[src/rtl/flag_sync_rx_multi.sv]
// flag_sync_rx_multi
//   Multi-channel receiver for toggle-encoded event flags. Each TOGGLE_IN line
//   is brought into the CLK domain through a SYNC_STAGES-deep synchroniser.
//   Each edge on a line becomes one registered FLAG_OUT pulse. A saturating
//   per-channel event counter with a sticky overflow bit can be read back.
//   Flags stay suppressed until the synchronisers have been primed after reset.
//
// Ports
//   CLK        : clock; all state updates on posedge
//   RST        : synchronous reset, active-high
//   CE         : clock enable for synchroniser shift, priming and detection
//   TOGGLE_IN  : asynchronous toggle lines, one per channel
//   FLAG_OUT   : registered one-cycle pulse per detected event
//   ANY_FLAG   : combinational OR of FLAG_OUT
//   ARMED      : high once priming has completed after reset
//   CNT_CLEAR  : per-channel clear of counter and overflow (ignores CE)
//   EVENT_CNT  : saturating counters, channel i at [i*CNT_WIDTH +: CNT_WIDTH]
//   OVERFLOW   : sticky, set by an event arriving while the counter is saturated
module flag_sync_rx_multi #(
   parameter int unsigned CHANNELS    = 4,
   parameter int unsigned SYNC_STAGES = 3,
   parameter int unsigned CNT_WIDTH   = 8
) (
   input  logic                          CLK,
   input  logic                          RST,
   input  logic                          CE,
   input  logic [CHANNELS-1:0]           TOGGLE_IN,
   output logic [CHANNELS-1:0]           FLAG_OUT,
   output logic                          ANY_FLAG,
   output logic                          ARMED,
   input  logic [CHANNELS-1:0]           CNT_CLEAR,
   output logic [CHANNELS*CNT_WIDTH-1:0] EVENT_CNT,
   output logic [CHANNELS-1:0]           OVERFLOW
);

   localparam int unsigned         PW         = $clog2(SYNC_STAGES + 1);
   localparam logic [PW-1:0]       PRIME_LAST = PW'(SYNC_STAGES - 1);
   localparam logic [CNT_WIDTH-1:0] CNT_MAX   = '1;

   typedef enum logic {
      ST_PRIMING = 1'b0,
      ST_ARMED   = 1'b1
   } state_t;

   // Stage 0 is the metastability-capture flop; keep the whole chain as
   // discrete flops rather than a shift-register primitive.
   (* ASYNC_REG = "TRUE", shreg_extract = "no" *)
   logic [CHANNELS-1:0]  sync_q [SYNC_STAGES];
   logic [CHANNELS-1:0]  sync_d [SYNC_STAGES];
   logic [PW-1:0]        prime_q, prime_d;
   state_t               state_q, state_d;
   logic [CHANNELS-1:0]  flag_q, flag_d;
   logic [CNT_WIDTH-1:0] cnt_q [CHANNELS];
   logic [CNT_WIDTH-1:0] cnt_d [CHANNELS];
   logic [CHANNELS-1:0]  ovf_q, ovf_d;

   always_comb begin
      sync_d  = sync_q;
      prime_d = prime_q;
      state_d = state_q;
      flag_d  = '0;
      if (CE) begin
         sync_d[0] = TOGGLE_IN;
         for (int unsigned k = 1; k < SYNC_STAGES; k++) begin
            sync_d[k] = sync_q[k-1];
         end
         // Detection uses the pre-edge armed state, so the priming edge
         // that sets ARMED emits nothing.
         if (state_q == ST_PRIMING) begin
            prime_d = prime_q + PW'(1);
            if (prime_q == PRIME_LAST) begin
               state_d = ST_ARMED;
            end
         end else begin
            flag_d = sync_q[SYNC_STAGES-2] ^ sync_q[SYNC_STAGES-1];
         end
      end
   end

   always_comb begin
      cnt_d = cnt_q;
      ovf_d = ovf_q;
      for (int unsigned i = 0; i < CHANNELS; i++) begin
         if (CNT_CLEAR[i]) begin
            // A clear colliding with an event keeps that event.
            cnt_d[i] = CNT_WIDTH'(flag_d[i]);
            ovf_d[i] = 1'b0;
         end else if (flag_d[i]) begin
            if (cnt_q[i] == CNT_MAX) begin
               ovf_d[i] = 1'b1;
            end else begin
               cnt_d[i] = cnt_q[i] + CNT_WIDTH'(1);
            end
         end
      end
   end

   always_ff @(posedge CLK) begin
      if (RST) begin
         for (int unsigned k = 0; k < SYNC_STAGES; k++) begin
            sync_q[k] <= '0;
         end
         for (int unsigned i = 0; i < CHANNELS; i++) begin
            cnt_q[i] <= '0;
         end
         prime_q <= '0;
         state_q <= ST_PRIMING;
         flag_q  <= '0;
         ovf_q   <= '0;
      end else begin
         sync_q  <= sync_d;
         cnt_q   <= cnt_d;
         prime_q <= prime_d;
         state_q <= state_d;
         flag_q  <= flag_d;
         ovf_q   <= ovf_d;
      end
   end

   always_comb begin
      EVENT_CNT = '0;
      for (int unsigned i = 0; i < CHANNELS; i++) begin
         EVENT_CNT[i*CNT_WIDTH +: CNT_WIDTH] = cnt_q[i];
      end
   end

   assign FLAG_OUT = flag_q;
   assign ANY_FLAG = |flag_q;
   assign ARMED    = (state_q == ST_ARMED);
   assign OVERFLOW = ovf_q;

endmodule

[config.mk]
export PLATFORM = sky130hd
export DESIGN_NAME = flag_sync_rx_multi
export DESIGN_NICKNAME = d
export VERILOG_FILES = /design/src/rtl/flag_sync_rx_multi.sv
export SDC_FILE = /design/constraint.sdc
export NUM_CORES = 1
export LEC_CHECK = 0
export CORE_ASPECT_RATIO = 1.25
export CORE_MARGIN = 4
export CORE_UTILIZATION = 40
export DETAILED_ROUTE_END_ITERATION = 10
export PLACE_DENSITY_LB_ADDON = 0.15
export SLEW_MARGIN = 20
export SYNTH_ARGS = -nofsm -noshare
export SYNTH_HDL_FRONTEND = slang
export SYNTH_SLANG_ARGS = --single-unit
[constraint.sdc]
create_clock -name CLK -period 3.1 [get_ports CLK]
set_input_delay 0.62 -clock CLK [delete_from_list [all_inputs] [get_ports CLK]]
set_output_delay 0.62 -clock CLK [all_outputs]
set_load 0.02 [all_outputs]
# Yosys cells after proc, flatten, opt, wreduce, memory -nomap -nowiden

Cells that the tools add are included.

RAM bits: 0
Bits of input ports: 11
Word-level logic and storage cells: 76
Bits in read-only memories: 0
Memories: 0
Register bits: 55
Bits in latches: 0
Output and inout port bits: 42

Div/mod/pow operators: 0
Shifts and indexed selects: 0
$mul: 0
$add $sub $neg: 5
$lt $le $gt $ge: 0
Muxes and demuxes: 16
Reduce and logical (&&, ||, !) cells: 22
Bitwise operators: 6
Equal/unequal tests: 9

Operators with widths:

| operator              | count |
|---|---|
| $add A8 B1 Y8 const B | 4 |
| $eq A8 B8 Y1 const B  | 4 |
| $reduce_and A2 Y1     | 13 |
| $mux W1               | 14 |
| $mux W4               | 2 |
| $ne A2 B2 Y1 const B  | 4 |
| $reduce_bool A2 Y1    | 4 |
| $reduce_or A2 Y1      | 4 |
| $not A1 Y1            | 5 |
| $reduce_or A4 Y1      | 1 |
| $xor A4 B4 Y4         | 1 |
| $add A2 B1 Y2 const B | 1 |
| $eq A2 B2 Y1 const B  | 1 |

# Longest topological paths before layout

Gate-level depths: netlist (run 1).

Depth after elaboration: 5
Depth in mapped cells: 7
Depth with buffers taken out: 5

# Worst setup path after synthesis (run 1)

Ideal clock, no wire load.

Path type: input -> register
Start: input port CE
End: register cnt_q, in the netlist EVENT_CNT[30]
Buffers on the path: 3
Setup slack: 1.302 ns
Arrival time: 1.728 ns
Required time: 3.030 ns
Stages: 7
Setup time: 0.070 ns
Cell sequence: buf_6 -> and2_4 -> buf_6 -> nand2_4 -> buf_6 -> or4_1 -> a21oi_1

Cells in the longest elaborated chain, start to end: 2

RTL lines:

| what                        | RTL line | source |
|---|---|---|
| start: declaration          | 26       | `input logic CE,` |
| $mux W4                     | 62       | `if (CE) begin` |
| $reduce_and A2 Y1 (no line) | n/a      |  |
| end signal: assignment      | 112      | `cnt_q <= cnt_d;` |
| end: declaration            | 53       | `logic [CNT_WIDTH-1:0] cnt_q [CHANNELS];` |

Every way passes these cells.
A chain may end at the register's enable or synchronous reset.

# Worst setup path after layout (run 1)

Start: register flag_q[1] (netlist: FLAG_OUT[1])
End: output port ANY_FLAG

Cells in the longest elaborated chain, start to end: 1

RTL lines:

| what                     | RTL line | source |
|---|---|---|
| start: declaration       | 52       | `logic [CHANNELS-1:0] flag_q, flag_d;` |
| start signal: assignment | 115      | `flag_q <= flag_d;` |
| $reduce_or A4 Y1         | 128      | `assign ANY_FLAG = \|flag_q;` |
| end: declaration         | 29       | `output logic ANY_FLAG,` |

Every way passes these cells.

==> metrics, run 1 <==
status=finished, final reports clean; drt initial violations=89; max cap viols=0; capture point of the worst path=ANY_FLAG; crit-path max FO=2; total of fill cells in the finished design=575; Leakage=1.15 nW; Core Box Area=5900 um^2; sw power=about 0.30 mW; post-CTS setup buffers=0; worst r2r src=EVENT_CNT[8]; setup tns final=0 ns; cell row count=31; Clk network pwr share=around 37%; CTS tree=yes; Area contributors post-synth=dfxtp_1 45%, mux2i_1 7.7%, nor2_1 5.8%, a21oi_1 3.0%, ha_1 2.5%; Async SR Flop Fraction=0%; Syn Std Cell Area=roughly 2500 um^2; Post-Route WL=5160 um; RR Endpoint=EVENT_CNT[14]; RSZ-0062 raised after global routing=no; VDD IR max=between 0.2 and 0.25 mV; predominant post-synthesis flop cell=dfxtp_1; Yosys reg bits=55; multiplexer area fraction after synthesis=7.70%; CTS Buf Count=5; Reg2Reg Setup Slack=about 1.4 ns; Worst-Margin Slew=between 0.5 and 0.6 ns; drt pass-1 iters=4; Worst slew margin=about three fifths; Yosys warnings=0; Clock Skew=0.0124 ns; die area=7500 um^2; Die H=95.9 um; Total GRT Usage=14.7%; Worst Setup End Kind=primary output; H-tree Lvls=2; top-count cell post-synth=dfxtp_1; Simple-Gate Fraction of Synth Area=between 20% and 30%; via count=2101; vias per cell=5.27; pin count of the biggest net entering global routing=19; Final ANT Viol Nets=0; share of layout cells above drive strength 1=under 10%; dominant cell type by area after synthesis=dfxtp_1; antenna violations before repair=0; Mapped Cells=267; register area=1100 um^2; Netlist cell types=42; clk_lat worst skew=0.31 ns; CTS clk-pin slew, worst paths=approximately 0.10 ns; DP HPWL=around 3900 um; gpl congestion=between 0.7 and 0.8; Routed wire per std cell=12.9 um; post-synthesis adder-cell area fraction=2.53%; fin crit share=74.4%; hold buffers post-CTS=0; kind of critical path=flop to primary output; Comb pwr share=6.6%; Reg2Reg Depth=5; Layout Area Growth over Synthesis=27.7%; Worst Hold Margin=0.471 ns; Post-synth EDFFs=0; DRC viols=0; Sw Share=22.9%; CP required=2.48 ns; grt ovf=0; Initial Util=around two fifths; Clock Sinks=55; multi-input logic area=1280 um^2; top cell type's share of synthesized area=44.6%; largest family of logic cells by synthesized area=simple AND/OR/NAND/NOR gates; Reg power frac=56.0%; xor and xnor area share after synthesis=under 10%; CP Launch Point=FLAG_OUT[1]; HP Class=flop to flop; Synth Area in Compound Gates=16.2%; mean post-synth cell area=9.25 um^2; ANT cells=0; Setup Viol. Count Final=0; sequential area share after synthesis=44.6%; internal power=roughly 1 mW; number of global-route vias before repair=1964; crit start category=flop; first-pass GRT wire length=8930 um; post-cts sizing count=0; input/output buffers=52; fin crit period=2.31 ns; Top Ports=53; Post-synth top cells=55 x dfxtp_1, 38 x nor2_1, 19 x mux2i_1, 15 x a21oi_1, 15 x nand2_1; f_max=between 400 and 500 MHz; nets=roughly 330; Critical Path AT=1.69 ns; Clk Tree Root Cell=clkbuf_8; Power Dens Cells=413 nW/um^2; CTS max path bufs=2; Slew Viols, Final=0; DIE WIDTH=78.3 um; Hold Fails Final Rpt=0; Synthesized Nets=283
-- final cells by class --
type	instances	area share, %
multi-input combinational	194	40.5
timing repair buffer	54	17.0
clock buffer	5	2.18
tap	82	3.25
sequential	55	34.9
inverter	6	0.714
clock inverter	3	1.47
-- power by group through the flow --
stage | clock network [mW] | registers [mW] | logic, mW
floorplan | 0 | 0.748 | 0.0532
global placement | 0 | 0.746 | 0.0858
detailed placement | 0 | 0.746 | 0.0867
CTS | 0.501 | 0.730 | 0.0872
global route | 0.529 | 0.732 | 0.0964
finish | 0.488 | 0.730 | 0.0855
-- state kept, by name, summed over array words and instances, names as in the netlist --
signal,flops
ARMED,1
EVENT_CNT,32
FLAG_OUT,4
OVERFLOW,4
prime_q,2
sync_q,12
-- cells in the final DEF (no fill, tap or decap), types with 3 or more instances in the layout --
cell type,instances
or2_2,4
nand4_1,7
nand2_1,15
clkbuf_8,5
or4_1,6
o31ai_1,5
inv_1,6
nand3_1,12
a21oi_1,15
nor3_1,4
mux2i_1,19
or3_1,7
xnor2_1,7
o21a_1,6
nor2_1,38
o21ai_0,5
a211oi_1,3
clkdlybuf4s50_1,52
o41ai_1,5
dfxtp_1,55
o211ai_1,5
ha_1,5
-- critical path: stages (launching register included) --
cell and delay, ns:
dfxtp_1 0.33, or4_1 0.50, clkdlybuf4s50_1 0.55
-- stage by stage --
| step | worst slack (ns) | power, mW | cell area [um^2] | cells | utilization (%) |
|---|---|---|---|---|---|
| 2_1_floorplan | 1.30 | 0.801 | 2470 | 267 | - |
| 3_3_place_gp | 0.628 | 0.832 | 3040 | 391 | 51.5 |
| 3_5_place_dp | 0.544 | 0.833 | 3040 | 391 | 51.5 |
| 4_1_cts | 0.780 | 1.32 | 3150 | 399 | 53.5 |
| 5_1_grt | 0.711 | 1.36 | 3150 | 399 | 53.5 |
| 6_report | 0.793 | 1.30 | 3150 | 399 | 53.5 |
-- logic make-up after synthesis --
group                      Yosys count
DFF                                 55
buffers and inverters               18
muxes                               19
adders and majority gates            5
xor gates and xnor gates            11
AOI/OAI and AO/OA                   56
and+or+nand+nor                    103
-- worst min path at each step --
stage / from / end / slack [ns] / cells past startpoint
floorplan: sync_q[10] / sync_q[10] / 0.46 / 2
global placement: OVERFLOW[3] / OVERFLOW[3] / 0.45 / 1
detailed placement: OVERFLOW[3] / OVERFLOW[3] / 0.45 / 1
CTS: OVERFLOW[1] / OVERFLOW[1] / 0.48 / 1
global route: OVERFLOW[2] / OVERFLOW[2] / 0.50 / 1
finish: OVERFLOW[1] / OVERFLOW[1] / 0.47 / 1
-- layer usage --
metal / track usage [%] / vias up / share of wire [%]
li1: - / 1068 / -
met1: 18.3 / 978 / 45
met2: 25.0 / 53 / 50
met3: 3.75 / 2 / 4.4
met4: 4.37 / 0 / 0.47
met5: 0 / - / 0
No activity file was read; power rests on OpenSTA's default activity.
==> run 2, diff against run 1 <==
==> constraint.sdc (replaced) <==
create_clock -name CLK -period 2.2 [get_ports CLK]
set_input_delay 0.44 -clock CLK [delete_from_list [all_inputs] [get_ports CLK]]
set_output_delay 0.44 -clock CLK [all_outputs]
set_load 0.02 [all_outputs]
==> run 2 against run 1 <==
Register-to-register slack worse by 0.87 ns. Power rose by 48%. Clock power increased by 58%. First-iteration DRC count shrank 34%. Sequential cell count stayed put. Routed wire length shrank 1.1%. Worst hold slack better by 0.0052 ns. Sequential power grew 41%. Count of clock-buffer cells in the layout up 1. Largest power group unchanged. Cell count up 1.5%. Utilization grew 1.1 points.
==> metrics, run 2 (synthesis results as in run 1) <==
input/output buffers=52 (unchanged); crit-path max FO=2 (unchanged); Worst Hold Margin=0.476 ns (+0.00518 ns); antenna violations before repair=0 (unchanged); f_max=470 MHz; Hold Fails Final Rpt=0 (unchanged); first-pass GRT wire length=8860 um (-0.77%); DP HPWL=3860 um (-0.71%); HP Class=flop to flop; share of layout cells above drive strength 1=7.74% (+1.4 points); setup tns final=0 ns (unchanged); drt initial violations=59 (-34%); Hold Path Depth=1 (unchanged); RSZ-0062 raised after global routing=no; Initial Util=41.9% (unchanged); Worst slew margin=71.2% (+11 points); Slew Viols, Final=0 (unchanged); clk_lat worst skew=0.30 ns (about the same); Layout Area Growth over Synthesis=30.2%; Reg2Reg Setup Slack=0.55 ns (-0.87 ns); DIE WIDTH=78.3 um (unchanged); hold buffers post-CTS=0 (unchanged); Final Instance Area=3220 um^2 (+2.0%); Setup Viol. Count Final=0 (unchanged); Worst Setup End Kind=primary output; CP required=1.76 ns (-0.72 ns); pin count of the biggest net entering global routing=17 (-2); Power Dens Cells=599 nW/um^2 (+45%); CTS Buf Count=5 (unchanged); Post-Route WL=5100 um (-1.1%); commonest non-fill, non-tap cell in the layout=dfxtp_1; Total GRT Usage=14.5% (-0.19 points); CP max stage delay=0.56 ns (about the same); Reg2Reg Depth=5 (unchanged); vias per cell=5.25 (-0.36%); via count=2125 (+1.1%); Routed wire per std cell=12.6 um (-2.6%); CP max-delay cell=clkdlybuf4s50_1; Leakage=1.19 nW (+3.4%); CTS max path bufs=2 (unchanged); grt ovf=0 (unchanged); kind of critical path=flop to primary output; CTS clk-pin slew, worst paths=0.09 ns (about the same); Top Ports=53 (unchanged); placed inst area=3080 um^2 (+1.5%); post-cts sizing count=0 (unchanged); VDD IR max=0.280 mV (+35%); max reg flops=32 (unchanged); Die H=95.9 um (unchanged); die area=7500 um^2 (unchanged); Clock Skew=0.00532 ns (-0.00706 ns); DRC viols=0 (unchanged); CP Cell Sequence=or4_1 > clkdlybuf4s50_1; highest-count cells in the layout ignoring fill and taps=55 x dfxtp_1, 52 x clkdlybuf4s50_1, 38 x nor2_1; H-tree Lvls=2 (unchanged); fin crit period=2.13 ns; Worst-Margin Slew=0.429 ns (-0.163 ns); status=finished, final reports clean; Final ANT Viol Nets=0 (unchanged); nets=338 (+1.8%); drt pass-1 iters=4 (unchanged); Clk Tree Root Cell=clkbuf_8; ANT cells=0 (unchanged); cell row count=31 (unchanged); CTS tree=yes; Critical Path AT=1.69 ns (about the same); post-CTS setup buffers=0 (unchanged); crit start category=flop; fin crit share=96.7%; Core Box Area=5900 um^2 (unchanged); gpl congestion=0.831 (+7.1%); max cap viols=0 (unchanged); number of global-route vias before repair=2016 (+2.6%); Clock Sinks=55 (unchanged)
## run 2: cell count changes in the layout (fill, tap and decap cells not counted), sizes merged
cell,delta
clkinvlp,-1
inv,-1
bufinv,+1
buf,+6
clkbuf,+1
## run 2: metrics by stage
stage / setup WS [ns] / std cells / utilization, % / power (mW)
after detailed placement: 0.0672 / 397 / 52.3 / 1.18
after CTS: 0.0431 / 405 / 54.5 / 1.96
after global routing: 0.00251 / 405 / 54.5 / 2.00
final: 0.0716 / 405 / 54.5 / 1.92
after global placement: 0.101 / 397 / 52.3 / 1.17
after floorplan: 0.544 / 267 / - / 1.13
## run 2: final cells by class
type | instances | area [um^2]
sequential | 55 | 1100
clock inverter | 2 | 60.1
multi-input combinational | 194 | 1280
fill | 566 | 2680
inverter | 6 | 22.5
timing repair buffer | 60 | 581
tap | 82 | 103
clock buffer | 6 | 72.6
## run 2: path summary, 6_finish.rpt
| check | end | start |
|---|---|---|
| max | ANY_FLAG | FLAG_OUT[1] |
| min | OVERFLOW[1] | OVERFLOW[1] |
| max reg2reg | EVENT_CNT[7] | EVENT_CNT[0] |
| min reg2reg | OVERFLOW[1] | OVERFLOW[1] |
## run 2: per-layer routing
layer  GRT usage, %  up-vias  share of wire (%)
met4           4.23        0                1.2
met5              0        -                  0
li1               -     1084                  -
met1           17.5      986                 44
met2           25.6       50                 50
met3           3.46        5                4.6
## run 2: where the power goes
part | internal, mW | switching [mW]
logic | 0.0615 | 0.0625
clock network | 0.455 | 0.318
registers | 1.01 | 0.0156
total | 1.53 | 0.396
## run 2: critical path: cells and delay by family, from the launching register on
kind / cells / cell delay [ns]
buf+inv: 1 / 0.56
flops: 1 / 0.32
simple gates: 1 / 0.51
==> run 3, diff against run 2 <==
--- a/config.mk
+++ b/config.mk
@@ -7,7 +7,7 @@
 export LEC_CHECK = 0
 export CORE_ASPECT_RATIO = 1.25
 export CORE_MARGIN = 4
-export CORE_UTILIZATION = 40
+export CORE_UTILIZATION = 25
 export DETAILED_ROUTE_END_ITERATION = 10
 export PLACE_DENSITY_LB_ADDON = 0.15
 export SLEW_MARGIN = 20
==> run 3 against run 2 <==
Critical path depth stayed put. Non-clock buffer count is 4 higher. First-iteration DRC count is 14% higher. Critical endpoint unchanged. Largest cell class unchanged.
==> metrics, run 3 (synthesis results as in run 1) <==
Die H=119 um (+24%); post-CTS setup buffers=0 (unchanged); ANT cells=0 (unchanged); DRC viols=0 (unchanged); max reg flops=32 (unchanged); CP Cell Sequence=or4_1 > clkdlybuf4s50_1; CP required=1.76 ns (about the same); DP HPWL=4390 um (+14%); vias per cell=4.66 (-11%); f_max=476 MHz (+1.4%); CTS Buf Count=5 (unchanged); die area=11500 um^2 (+54%); Clock Skew=0.00514 ns (-0.000179 ns); Power Total=2.08 mW (+8.0%); Final Instance Area=3340 um^2 (+3.9%); WP buf/inv=1 (unchanged); Reg2Reg Depth=6 (+1); met2 routed WL=2650 um (+4.5%); highest-count cells in the layout ignoring fill and taps=55 x dfxtp_1, 52 x clkdlybuf4s50_1, 38 x nor2_1; delay-heaviest family, CP=buffers and inverters; antenna violations before repair=0 (unchanged); Total GRT Usage=10.2% (-4.2 points); gpl congestion=0.771 (-7.3%); RSZ-0062 raised after global routing=no; cell row count=40 (+29%); DIE WIDTH=96.9 um (+24%); wl on met1=2810 um (+24%); hold buffers post-CTS=0 (unchanged); Routed wire per std cell=12.7 um (+0.62%); CTS max path bufs=2 (unchanged); input/output buffers=52 (unchanged); Worst-Margin Slew=0.417 ns (-0.0129 ns); drt pass-1 iters=4 (unchanged); Post-Route WL=5740 um (+13%); Hold Fails Final Rpt=0 (unchanged); crit start category=flop; CP max stage delay=0.55 ns (about the same); Final ANT Viol Nets=0 (unchanged); post-cts sizing count=0 (unchanged); max cap viols=0 (unchanged); Critical Path AT=1.66 ns (-0.03 ns); Core Box Area=9610 um^2 (+63%); Top Ports=53 (unchanged); nets=342 (+1.2%); setup tns final=0 ns (unchanged); total of fill cells in the finished design=1044 (+84%); Hold Path Depth=1 (unchanged); CTS tree=yes; pin count of the biggest net entering global routing=17 (unchanged); crit-path max FO=2 (unchanged); Initial Util=25.7% (-16 points); Worst slew margin=72.1% (+0.86 points); multi-input logic area=1280 um^2 (unchanged); HP Class=flop to flop; register area=1100 um^2 (unchanged); commonest non-fill, non-tap cell in the layout=dfxtp_1; CP max-delay cell=clkdlybuf4s50_1; via count=2112 (-0.61%); VDD IR max=0.290 mV (+3.7%); CTS clk-pin slew, worst paths=0.07 ns (-0.02 ns); Layout Area Growth over Synthesis=35.3%; drt initial violations=67 (+14%); top sig layer=met4; placed inst area=3170 um^2 (+2.8%); Slew Viols, Final=0 (unchanged); first-pass GRT wire length=9920 um (+12%); fin crit period=2.10 ns (-0.0294 ns); grt ovf=0 (unchanged); fin crit share=95.4% (-1.3 points); clk_lat worst skew=0.29 ns (about the same); share of layout cells above drive strength 1=9.17% (+1.4 points); Critical Path Stages=2 (unchanged); kind of critical path=flop to primary output; Worst Setup End Kind=primary output; number of global-route vias before repair=2085 (+3.4%); H-tree Lvls=2 (unchanged); Reg2Reg Setup Slack=0.54 ns (about the same); Power Dens Cells=622 nW/um^2 (+3.9%); Clock Sinks=55 (unchanged); Setup Viol. Count Final=0 (unchanged); status=finished, final reports clean; Leakage=1.23 nW (+3.4%); DR WL met3=215 um (-9.3%); Clk Tree Root Cell=clkbuf_16
==> run 3: layout make-up <==
class	count	share of cell area, %
clock buffer	6	4.16
clock inverter	2	1.05
sequential	55	32.9
timing repair buffer	64	18.3
multi-input combinational	194	38.2
tap	126	4.72
inverter	6	0.674
==> run 3: worst paths after layout <==
check	end	from
setup / recovery	ANY_FLAG	FLAG_OUT[1]
hold / removal	OVERFLOW[2]	OVERFLOW[2]
setup reg to reg	EVENT_CNT[0]	EVENT_CNT[0]
hold reg to reg	OVERFLOW[2]	OVERFLOW[2]
==> run 3: where the power goes <==
| group | total (mW) | internal, mW | leakage (nW) | switching, mW |
|---|---|---|---|---|
| Combinational | 0.128 | 0.0639 | 0.697 | 0.0644 |
| Clock | 0.922 | 0.567 | 0.0868 | 0.355 |
| Sequential | 1.03 | 1.01 | 0.445 | 0.0157 |
| Total | 2.08 | 1.64 | 1.23 | 0.435 |
==> run 3: metrics by stage <==
stage / instances / setup WS [ns] / util [%] / hold slack, ns
global route: 453 / 0.0588 / 34.8 / 0.501
detailed placement: 445 / 0.0413 / 33.0 / 0.460
floorplan: 267 / 0.544 / - / 0.460
CTS: 453 / 0.0796 / 34.8 / 0.477
global placement: 445 / 0.0735 / 33.0 / 0.454
finish: 453 / 0.101 / 34.8 / 0.469
==> run 3: per-layer routing <==
layer | vias up | track usage [%]
met5 | - | 0
met4 | 0 | 2.63
met3 | 6 | 2.58
met2 | 41 | 17.0
met1 | 970 | 13.2
li1 | 1095 | -
==> run 3: worst reg2reg max path, cell delays in order (launching register included) <==
cell	delay, ns
dfxtp_1	0.40
ha_1	0.24
nand3_1	0.16
o211ai_4	0.32
buf_4	0.20
xnor2_1	0.06
o22a_1	0.17
